**src/rtl/mem_rd_pkg.sv**
```systemverilog
// Shared constants and state encoding for the memory stream reader.
package mem_rd_pkg;

    localparam int DATA_W_DEF = 8;
    localparam int ADDR_W_DEF = 4;
    localparam int LEN_W      = ADDR_W_DEF + 1;

    typedef enum logic [1:0] {
        IDLE  = 2'd0,
        RUN   = 2'd1,
        DRAIN = 2'd2
    } state_e;

endpackage

```
**src/rtl/mem_rd_skid.sv**
```systemverilog
// Two-entry output buffer for read data.
// It can push and pop in the same cycle, including when it is full.
module mem_rd_skid #(
    parameter int DATA_W = 8
) (
    input  logic              clk,
    input  logic              rst,
    input  logic              push,
    input  logic [DATA_W-1:0] push_data,
    input  logic              push_last,
    input  logic              pop,
    output logic [DATA_W-1:0] head_data,
    output logic              head_last,
    output logic              head_valid,
    output logic [1:0]        count
);

    logic       wr_ptr_q;
    logic       rd_ptr_q;
    logic [1:0] cnt_q;

    genvar gi;
    generate
        for (gi = 0; gi < 2; gi++) begin : g_entry
            logic [DATA_W-1:0] data_q;
            logic              last_q;
            always_ff @(posedge clk) begin
                if (rst) begin
                    data_q <= '0;
                    last_q <= 1'b0;
                end else if (push && (wr_ptr_q == 1'(gi))) begin
                    data_q <= push_data;
                    last_q <= push_last;
                end
            end
        end
    endgenerate

    always_ff @(posedge clk) begin
        if (rst) begin
            wr_ptr_q <= 1'b0;
            rd_ptr_q <= 1'b0;
            cnt_q    <= '0;
        end else begin
            if (push) wr_ptr_q <= ~wr_ptr_q;
            if (pop)  rd_ptr_q <= ~rd_ptr_q;
            cnt_q <= cnt_q + 2'(push) - 2'(pop);
        end
    end

    // An empty buffer presents zero data, so idle outputs stay quiet.
    assign head_valid = (cnt_q != 2'd0);
    assign head_data  = !head_valid ? '0
                      : (rd_ptr_q ? g_entry[1].data_q : g_entry[0].data_q);
    assign head_last  = head_valid & (rd_ptr_q ? g_entry[1].last_q : g_entry[0].last_q);
    assign count      = cnt_q;

endmodule

```
**src/rtl/mem_stream_reader.sv**
```systemverilog
// Burst reader: it reads length words starting at base_addr and streams them out with backpressure.
// The running sum of beats is built only when MEM_STREAM_READER_SUM_EN is defined.
module mem_stream_reader
    import mem_rd_pkg::*;
#(
    parameter int DATA_W = DATA_W_DEF,
    parameter int ADDR_W = ADDR_W_DEF
) (
    input  logic                     clk,
    input  logic                     rst,
    input  logic                     start,
    input  logic [ADDR_W-1:0]        base_addr,
    input  logic [ADDR_W:0]          length,
    output logic                     busy,
    output logic                     mem_rd_en,
    output logic [ADDR_W-1:0]        mem_addr,
    input  logic [DATA_W-1:0]        mem_rdata,
    output logic [DATA_W-1:0]        out_data,
    output logic                     out_valid,
    input  logic                     out_ready,
    output logic                     out_last,
    output logic                     done,
    output logic [DATA_W+ADDR_W-1:0] sum
);

    localparam int LW = ADDR_W + 1;
    localparam int SW = DATA_W + ADDR_W;
    localparam logic [ADDR_W:0] MAX_LEN = {1'b1, {ADDR_W{1'b0}}};

    state_e            state_q, state_d;
    logic [ADDR_W-1:0] addr_q, addr_d, rd_addr;
    logic [ADDR_W:0]   left_q, left_d, len_c;
    logic              inflight_q, inflight_last_q;
    logic              done_q, done_d;
    logic              rd_en, rd_last, fire, start_ok;
    logic [DATA_W-1:0] sk_data;
    logic              sk_valid, sk_last;
    logic [1:0]        occ;
    logic [2:0]        proj;

    mem_rd_skid #(.DATA_W(DATA_W)) u_skid (
        .clk        (clk),
        .rst        (rst),
        .push       (inflight_q),
        .push_data  (mem_rdata),
        .push_last  (inflight_last_q),
        .pop        (fire),
        .head_data  (sk_data),
        .head_last  (sk_last),
        .head_valid (sk_valid),
        .count      (occ)
    );

    assign len_c    = (length > MAX_LEN) ? MAX_LEN : length;
    assign start_ok = start && (state_q == IDLE);
    assign fire     = out_valid && out_ready;
    // The buffer occupancy after this cycle's pop and pending capture must leave room for a new read.
    assign proj     = {1'b0, occ} + {2'b0, inflight_q} - {2'b0, fire};

    always_comb begin
        state_d = state_q;
        addr_d  = addr_q;
        left_d  = left_q;
        rd_en   = 1'b0;
        rd_last = 1'b0;
        rd_addr = addr_q;
        done_d  = 1'b0;
        unique case (state_q)
            IDLE: begin
                rd_addr = '0;
                if (start) begin
                    if (len_c == '0) begin
                        done_d = 1'b1;
                    end else begin
                        // The first read goes out on the start cycle so data is visible two cycles later.
                        rd_en   = 1'b1;
                        rd_addr = base_addr;
                        rd_last = (len_c == LW'(1));
                        addr_d  = base_addr + ADDR_W'(1);
                        left_d  = len_c - LW'(1);
                        state_d = (len_c == LW'(1)) ? DRAIN : RUN;
                    end
                end
            end
            RUN: begin
                if (proj < 3'd2) begin
                    rd_en   = 1'b1;
                    rd_last = (left_q == LW'(1));
                    addr_d  = addr_q + ADDR_W'(1);
                    left_d  = left_q - LW'(1);
                    if (left_q == LW'(1)) state_d = DRAIN;
                end
            end
            DRAIN: begin
                if (fire && out_last) begin
                    state_d = IDLE;
                    done_d  = 1'b1;
                end
            end
            default: state_d = IDLE;
        endcase
    end

    always_ff @(posedge clk) begin
        if (rst) begin
            state_q         <= IDLE;
            addr_q          <= '0;
            left_q          <= '0;
            inflight_q      <= 1'b0;
            inflight_last_q <= 1'b0;
            done_q          <= 1'b0;
        end else begin
            state_q         <= state_d;
            addr_q          <= addr_d;
            left_q          <= left_d;
            inflight_q      <= rd_en;
            inflight_last_q <= rd_en & rd_last;
            done_q          <= done_d;
        end
    end

    assign mem_rd_en = rd_en & ~rst;
    assign mem_addr  = rst ? '0 : rd_addr;
    assign out_valid = sk_valid & ~rst;
    assign out_last  = sk_last & ~rst;
    assign out_data  = rst ? '0 : sk_data;
    assign done      = done_q & ~rst;
    assign busy      = ((state_q != IDLE) | done_q) & ~rst;

`ifdef MEM_STREAM_READER_SUM_EN
    logic [SW-1:0] sum_q;
    always_ff @(posedge clk) begin
        if (rst) begin
            sum_q <= '0;
        end else if (start_ok) begin
            sum_q <= '0;
        end else if (fire) begin
            sum_q <= sum_q + SW'(out_data);
        end
    end
    assign sum = sum_q;
`else
    assign sum = '0;
`endif

endmodule

```
**config.mk**
```make
export PLATFORM = sky130hd
export DESIGN_NAME = mem_stream_reader
export DESIGN_NICKNAME = d
export VERILOG_FILES = /design/src/rtl/mem_rd_pkg.sv /design/src/rtl/mem_rd_skid.sv /design/src/rtl/mem_stream_reader.sv
export SDC_FILE = /design/constraint.sdc
export NUM_CORES = 1
export LEC_CHECK = 0
export BUFFER_PORTS_ARGS = -buffer_cell sky130_fd_sc_hd__buf_2
export CAP_MARGIN = 15
export CORE_MARGIN = 1
export CORE_UTILIZATION = 35
export DETAILED_ROUTE_END_ITERATION = 16
export GPL_TIMING_DRIVEN = 0
export PLACE_DENSITY_LB_ADDON = 0.1
export RECOVER_POWER = 100
export SLEW_MARGIN = 20
export SYNTH_ARGS = -nofsm -noshare
export SYNTH_HDL_FRONTEND = slang
export SYNTH_SLANG_ARGS = --single-unit
```
**constraint.sdc**
```tcl
create_clock -name clk -period 3.35 [get_ports clk]
set_input_delay 0.1675 -clock clk [delete_from_list [all_inputs] [get_ports clk]]
set_output_delay 0.1675 -clock clk [all_outputs]
set_load 0.05 [all_outputs]
```
### Word-level counts from Yosys, hierarchy flattened

Cells that the tools add are included.

* flip-flop bits (word level): 36
* word-level logic and storage cells: 90
* input port bits: 21
* output and inout bits: 29

* equality and inequality tests: 9
* order comparisons: 2
* bitwise logic cells: 11
* reduce and logical (&&, ||, !) cells: 11
* muxes and demuxes: 36
* add/subtract/negate cells: 8

Operator list (number)
* $mux W4: 7
* $mux W8: 3
* $mux W5: 4
* $mux W2: 6
* $eq A5 B1 Y1 const B: 2
* $mux W1: 10
* $ne A2 B2 Y1 const B: 5
* $pmux W5 S2: 1
* $sub A5 B1 Y5 const B: 2
* $add A4 B1 Y4 const B: 2
* $pmux W4 S2: 1
* $and A1 B1 Y1: 7
* $pmux W1 S2: 3
* $pmux W2 S3: 1
* $reduce_bool A2 Y1: 3
* $gt A5 B5 Y1 const B: 1
* $logic_not A5 Y1: 1
* $reduce_and A5 Y1: 1
* $logic_and A1 B1 Y1: 4
* $reduce_and A4 Y1: 1
* $add A2 B1 Y3: 1
* $lt A3 B2 Y1 const B: 1
* $not A1 Y1: 3
* $sub A3 B1 Y3: 1
* 6 further kinds: 6

### Longest topological paths before layout

* depth after elaboration: 8
* mapped depth: 13

### Modules after synthesis

From an unflattened synthesis, not the netlist that was laid out.

* cell total of the unflattened synthesis: 277
* area, all modules: 2198.4 µm²

Modules (own cells, without submodules)
* mem_stream_reader: cells an instance 159, instances 1, area each 1244.9 µm²
* mem_rd_skid: cells an instance 118, instances 1, area each 953.4 µm²

### Worst setup path before layout

Ideal clock, no wire load.

* path type: register to output
* start point: reg u_skid.cnt_q[1], in the netlist u_skid.count[1]
* end point: out mem_rd_en
* path buffers: 0
* arrival: 3381 ps
* slack: -198 ps
* cell stages (with the launch flop): 12
* path through: dfxtp_1 -> o21bai_2 -> inv_1 -> and2_1 -> ha_1 -> inv_1 -> ha_1 -> inv_1 -> fa_1 -> xnor2_1 -> a32oi_4 -> nor2_1

* longest elaborated chain between the ends: 8

Ends and longest elaborated chain
* from (decl): line mem_rd_skid.sv:20 `logic [1:0] cnt_q;`
* from (signal assigned): line mem_rd_skid.sv:47 `cnt_q <= cnt_q + 2'(push) - 2'(pop);`
* $reduce_bool A2 Y1: line mem_rd_skid.sv:52 `assign head_valid = (cnt_q != 2'd0);`
* $and A1 B1 Y1: line mem_stream_reader.sv:124 `assign out_valid = sk_valid & ~rst;`
* named net out_valid: line mem_stream_reader.sv:19 `output logic out_valid,`
* $logic_and A1 B1 Y1: line mem_stream_reader.sv:56 `assign fire = out_valid && out_ready;`
* named net fire: line mem_stream_reader.sv:35 `logic rd_en, rd_last, fire, start_ok;`
* $sub A3 B1 Y3: line mem_stream_reader.sv:58 `assign proj = {1'b0, occ} + {2'b0, inflight_q} - {2'b0, fire};`
* $lt A3 B2 Y1: line mem_stream_reader.sv:86 `if (proj < 3'd2) begin`
* $mux W1: line mem_stream_reader.sv:86
* $pmux W1 S2: line mem_stream_reader.sv:68 `unique case (state_q)`
* $and A1 B1 Y1: line mem_stream_reader.sv:122 `assign mem_rd_en = rd_en & ~rst;`
* to (decl): line mem_stream_reader.sv:15 `output logic mem_rd_en,`

The timed path passes the listed nets, and every way through them passes these cells.

### Final worst setup path

* start point: reg u_skid.cnt_q[1], in the netlist u_skid.count[1]
* end point: out mem_rd_en

* longest elaborated chain between the ends: 8

Ends and longest elaborated chain (line)
* $reduce_bool A2 Y1: mem_rd_skid.sv:52
* $and A1 B1 Y1: mem_stream_reader.sv:124
* $logic_and A1 B1 Y1: mem_stream_reader.sv:56
* named net fire: mem_stream_reader.sv:35
* $sub A3 B1 Y3: mem_stream_reader.sv:58
* $lt A3 B2 Y1: mem_stream_reader.sv:86
* $mux W1: mem_stream_reader.sv:86
* $pmux W1 S2: mem_stream_reader.sv:68
* $and A1 B1 Y1: mem_stream_reader.sv:122

The timed path passes the listed nets, and every way through them passes these cells.

==> results.rst <==
.. list-table::
   :header-rows: 1

   * - Metric
     - Value
   * - Share of the yosys chip area belonging to registers
     - 34.24%
   * - Vias post-DR
     - 1981
   * - Flop2flop setup slack
     - 300 ps
   * - Number of cells traversed by the worst register-to-register path
     - 12
   * - Total Routing Usage GR
     - 17.24%
   * - Crit Path Class
     - flip-flop to output port
   * - Minimum clock period
     - 3141 ps
   * - Setup slack after layout
     - 209.3 ps
   * - Clock slew seen by the registers of the worst setup and hold paths
     - 80 ps
   * - Post-route worst hold slack
     - between 100 and 150 ps
   * - # clock sinks
     - 36
   * - Global-route wire length before repair
     - around 8300 µm
   * - Worst flop-to-flop path endpoint
     - left_q[0]
   * - Dominant register cell in the synthesized netlist
     - dfxtp_1
   * - Number of buffers created by CTS
     - 5
   * - # Max-Cap Violations
     - 0
   * - Starting Density
     - 37.30%
   * - Relative contribution of sequential cells to total power
     - 35.4%
   * - Setup violation total in the final timing report
     - 0
   * - Maximum buffer depth of the clock tree
     - 2
   * - Count of hold buffers inserted by post-cts repair
     - 0
   * - Instance area at placement
     - 2419 µm²
   * - Max IR drop VDD
     - 373.0 µV
   * - NetSw
     - 608.5 µW
   * - Yosys warning total
     - 0
   * - Area growth syn-to-layout
     - 20.69%
   * - # port buffers
     - 36
   * - Worst path required time
     - 3180 ps
   * - Maximum level of the CTS H-tree
     - 2
   * - Final core utilization
     - 45.02%
   * - Summed negative setup slack over all endpoints
     - 0 ps
   * - RePlAce Congestion
     - 0.7710
   * - Netlist area before placement
     - 2105 µm²
   * - Post-place setup slack
     - -271.8 ps
   * - Slew at the pin closest to its max-slew limit
     - roughly 730 ps
   * - Number of standard-cell rows in the floorplan
     - 27
   * - Power density of the placed cells
     - ~600 nW/µm²
   * - Overall power after layout
     - 1.533 mW
   * - Wire length reported by the detailed router
     - 5164 µm
   * - Worst-case clock skew
     - 7.025 ps
   * - First-iteration detailed-routing DRC count
     - 100
   * - Sw frac
     - between 30% and 40%
   * - RSZ-0062 raised after global routing
     - no
   * - Maximum clock rate
     - 318.4 MHz
   * - Worst slew margin
     - 51.15%
   * - Area of the core
     - roughly 5600 µm²
   * - Area enclosed by the die boundary
     - 6327 µm²
   * - Share of final-layout standard cells stronger than drive strength 1
     - 17.13%
   * - Clock share of power
     - 25.2%
   * - Number of synthesized flops with an enable pin
     - 0
   * - Number of placed instances, taps included
     - about 400
   * - Syn Area/Cell
     - 7.737 µm²
   * - Root Buffer
     - clkbuf_8
   * - CTS tree
     - built
   * - Count of unique library cells instantiated by Yosys
     - 47
   * - Arr. time, crit path
     - 2970 ps
   * - Critical path endpoint category
     - output port
   * - Vias in the first global route
     - 1755
   * - Pint
     - 924.3 µW
   * - Pin count of the biggest net entering global routing
     - 13
   * - Clk_lat worst skew
     - 290 ps
   * - Floorplan die height
     - 79.54 µm
   * - Cell area after layout
     - ~2500 µm²
   * - DRC
     - 0
   * - Leakage power summed over all cells
     - 0.9879 nW
   * - Fin. max-slew vios
     - 0
   * - Worst hold path class
     - input pin to flip-flop
   * - Flops & latches, synth
     - 36
   * - Aggregate global routing overflow
     - 0
   * - Total Nets Final
     - 355
   * - Crit share post-route
     - a little over nine tenths
   * - Number of inserted diodes
     - 0
   * - Detailed placement HPWL
     - 3713 µm
   * - Finished Layout Cells
     - 399
   * - I/O pin count
     - 50
   * - Largest fanout of any net on the critical path
     - 9
   * - Startpoint type of the worst setup path
     - flip-flop
   * - Hold endpoint
     - u_skid.g_entry[0].data_q[0]
   * - Part of the total power dissipated in combinational logic
     - slightly below 40%
   * - Run status
     - finished, final reports clean
   * - Start point of the worst min-delay path
     - mem_rdata[0]
   * - Antenna violations before repair
     - 0
   * - Via density per instance
     - approximately 5.0
   * - Async set or reset register ratio after synthesis
     - 0%
   * - R2r startpoint
     - u_skid.count[1]
   * - Horiz. Die Dim
     - 79.54 µm
   * - Number of antenna-violating nets in the routed design
     - 0
   * - Worst Hold Path Cells
     - 3
   * - Final count of hold timing violations
     - 0
   * - Drt first pass iters
     - 5
   * - Routed len/inst
     - approximately 13 µm
   * - Cells after synthesis
     - 272
==> cell usage in the layout (no fill, tap or decap), types with 3 or more instances in the layout <==
cell and count:
nand2_1 41, dfxtp_1 35, a21oi_1 30, clkbuf_1 25, buf_2 25, nor2_1 21, nand3_1 20, buf_4 13
inv_1 12, conb_1 12, mux2i_1 10, nand2b_1 7, ha_1 7, nor2b_1 5, a31oi_1 5, o21ai_0 5
nor3_1 5, clkbuf_8 5, xnor2_1 3
==> layout make-up <==
type                            count  area (µm²)
Fill cell                         587        3102
Multi-Input combinational cell    207        1251
Sequential cell                    36       721.9
Timing Repair Buffer               37       168.9
Buffer                             27       151.4
Tap cell                           72       90.09
Clock buffer                        5       68.82
Inverter                           12       45.04
Clock inverter                      3       42.54
==> sequential cells by signal, summed over array words and instances, names as in the netlist <==
| register | count |
|---|---|
| u_skid.g_entry.data_q | 16 |
| left_q | 5 |
| addr_q | 4 |
| state_q | 2 |
| u_skid.count | 2 |
| u_skid.g_entry.last_q | 2 |
| done_q | 1 |
| inflight_last_q | 1 |
| inflight_q | 1 |
| u_skid.rd_ptr_q | 1 |
| u_skid.wr_ptr_q | 1 |
==> cell families (layout without fill, tap and decap cells) <==
logic type / count (synthesis) / in the layout / synth area share, %
other cells: 1 / 12 / 0.1782
simple gates: 118 / 118 / 27.23
compound gates: 53 / 53 / 16.29
mux: 11 / 11 / 5.291
buf+inv: 40 / 84 / 9.572
fa+ha+maj: 8 / 8 / 5.113
flops: 36 / 36 / 34.24
xor+xnor: 5 / 5 / 2.081
==> per-layer routing <==
metal  vias up  global-route usage, %  share of wire [%]
met4         0                  6.182                1.6
met2        43                  26.50                 44
met3         9                  3.771                4.5
li1       1016                      -                  -
met1       913                  23.50                 50
met5         -                      0                  0
==> timing repair <==
action	in CTS	in global routing
endpoints found under the setup margin	10	1
buffers inserted	1	0
gates resized for setup	3	1
pin swaps	1	0
==> critical path, cell delays in order (launching register included) <==
cell and delay (ps):
dfxtp_2 380, o21bai_4 150, inv_1 70, and2_1 180, ha_1 290, inv_1 60
ha_1 130, inv_1 50, fa_1 440, xnor2_4 310, a32oi_4 220, nor2_2 130
buf_2 270
==> power groups by stage <==
stage                     combinational (mW)  sequential (mW)  clock [mW]
after global placement                 0.568            0.543           0
final                                  0.602            0.543       0.387
after global routing                   0.667            0.550       0.412
after detailed placement               0.577            0.545           0
after CTS                              0.614            0.542       0.395
after floorplan                        0.446            0.531           0
==> worst max path at each step <==
stage               startpoint  slack (ps)        end  cells past startpoint
2_1_floorplan  u_skid.count[1]          30  mem_rd_en                     11
3_3_place_gp   u_skid.count[1]        -210  left_q[0]                     12
3_5_place_dp   u_skid.count[1]        -270  left_q[0]                     12
4_1_cts        u_skid.count[1]         130  mem_rd_en                     12
5_1_grt        u_skid.count[1]          10  mem_rd_en                     11
6_report       u_skid.count[1]         210  mem_rd_en                     12
==> synthesized netlist by cell type (7+ instances only) <==
cell type,count,area (µm²)
mux2i_1,10,100.1
ha_1,7,87.58
clkbuf_1,10,37.54
nand2b_1,7,43.79
nand3_1,20,100.1
nor2_1,22,82.58
buf_4,12,90.09
nand2_1,41,153.9
dfxtp_1,36,720.7
inv_1,12,45.04
a21oi_1,30,150.1
Power figures use the tool's default switching activity.
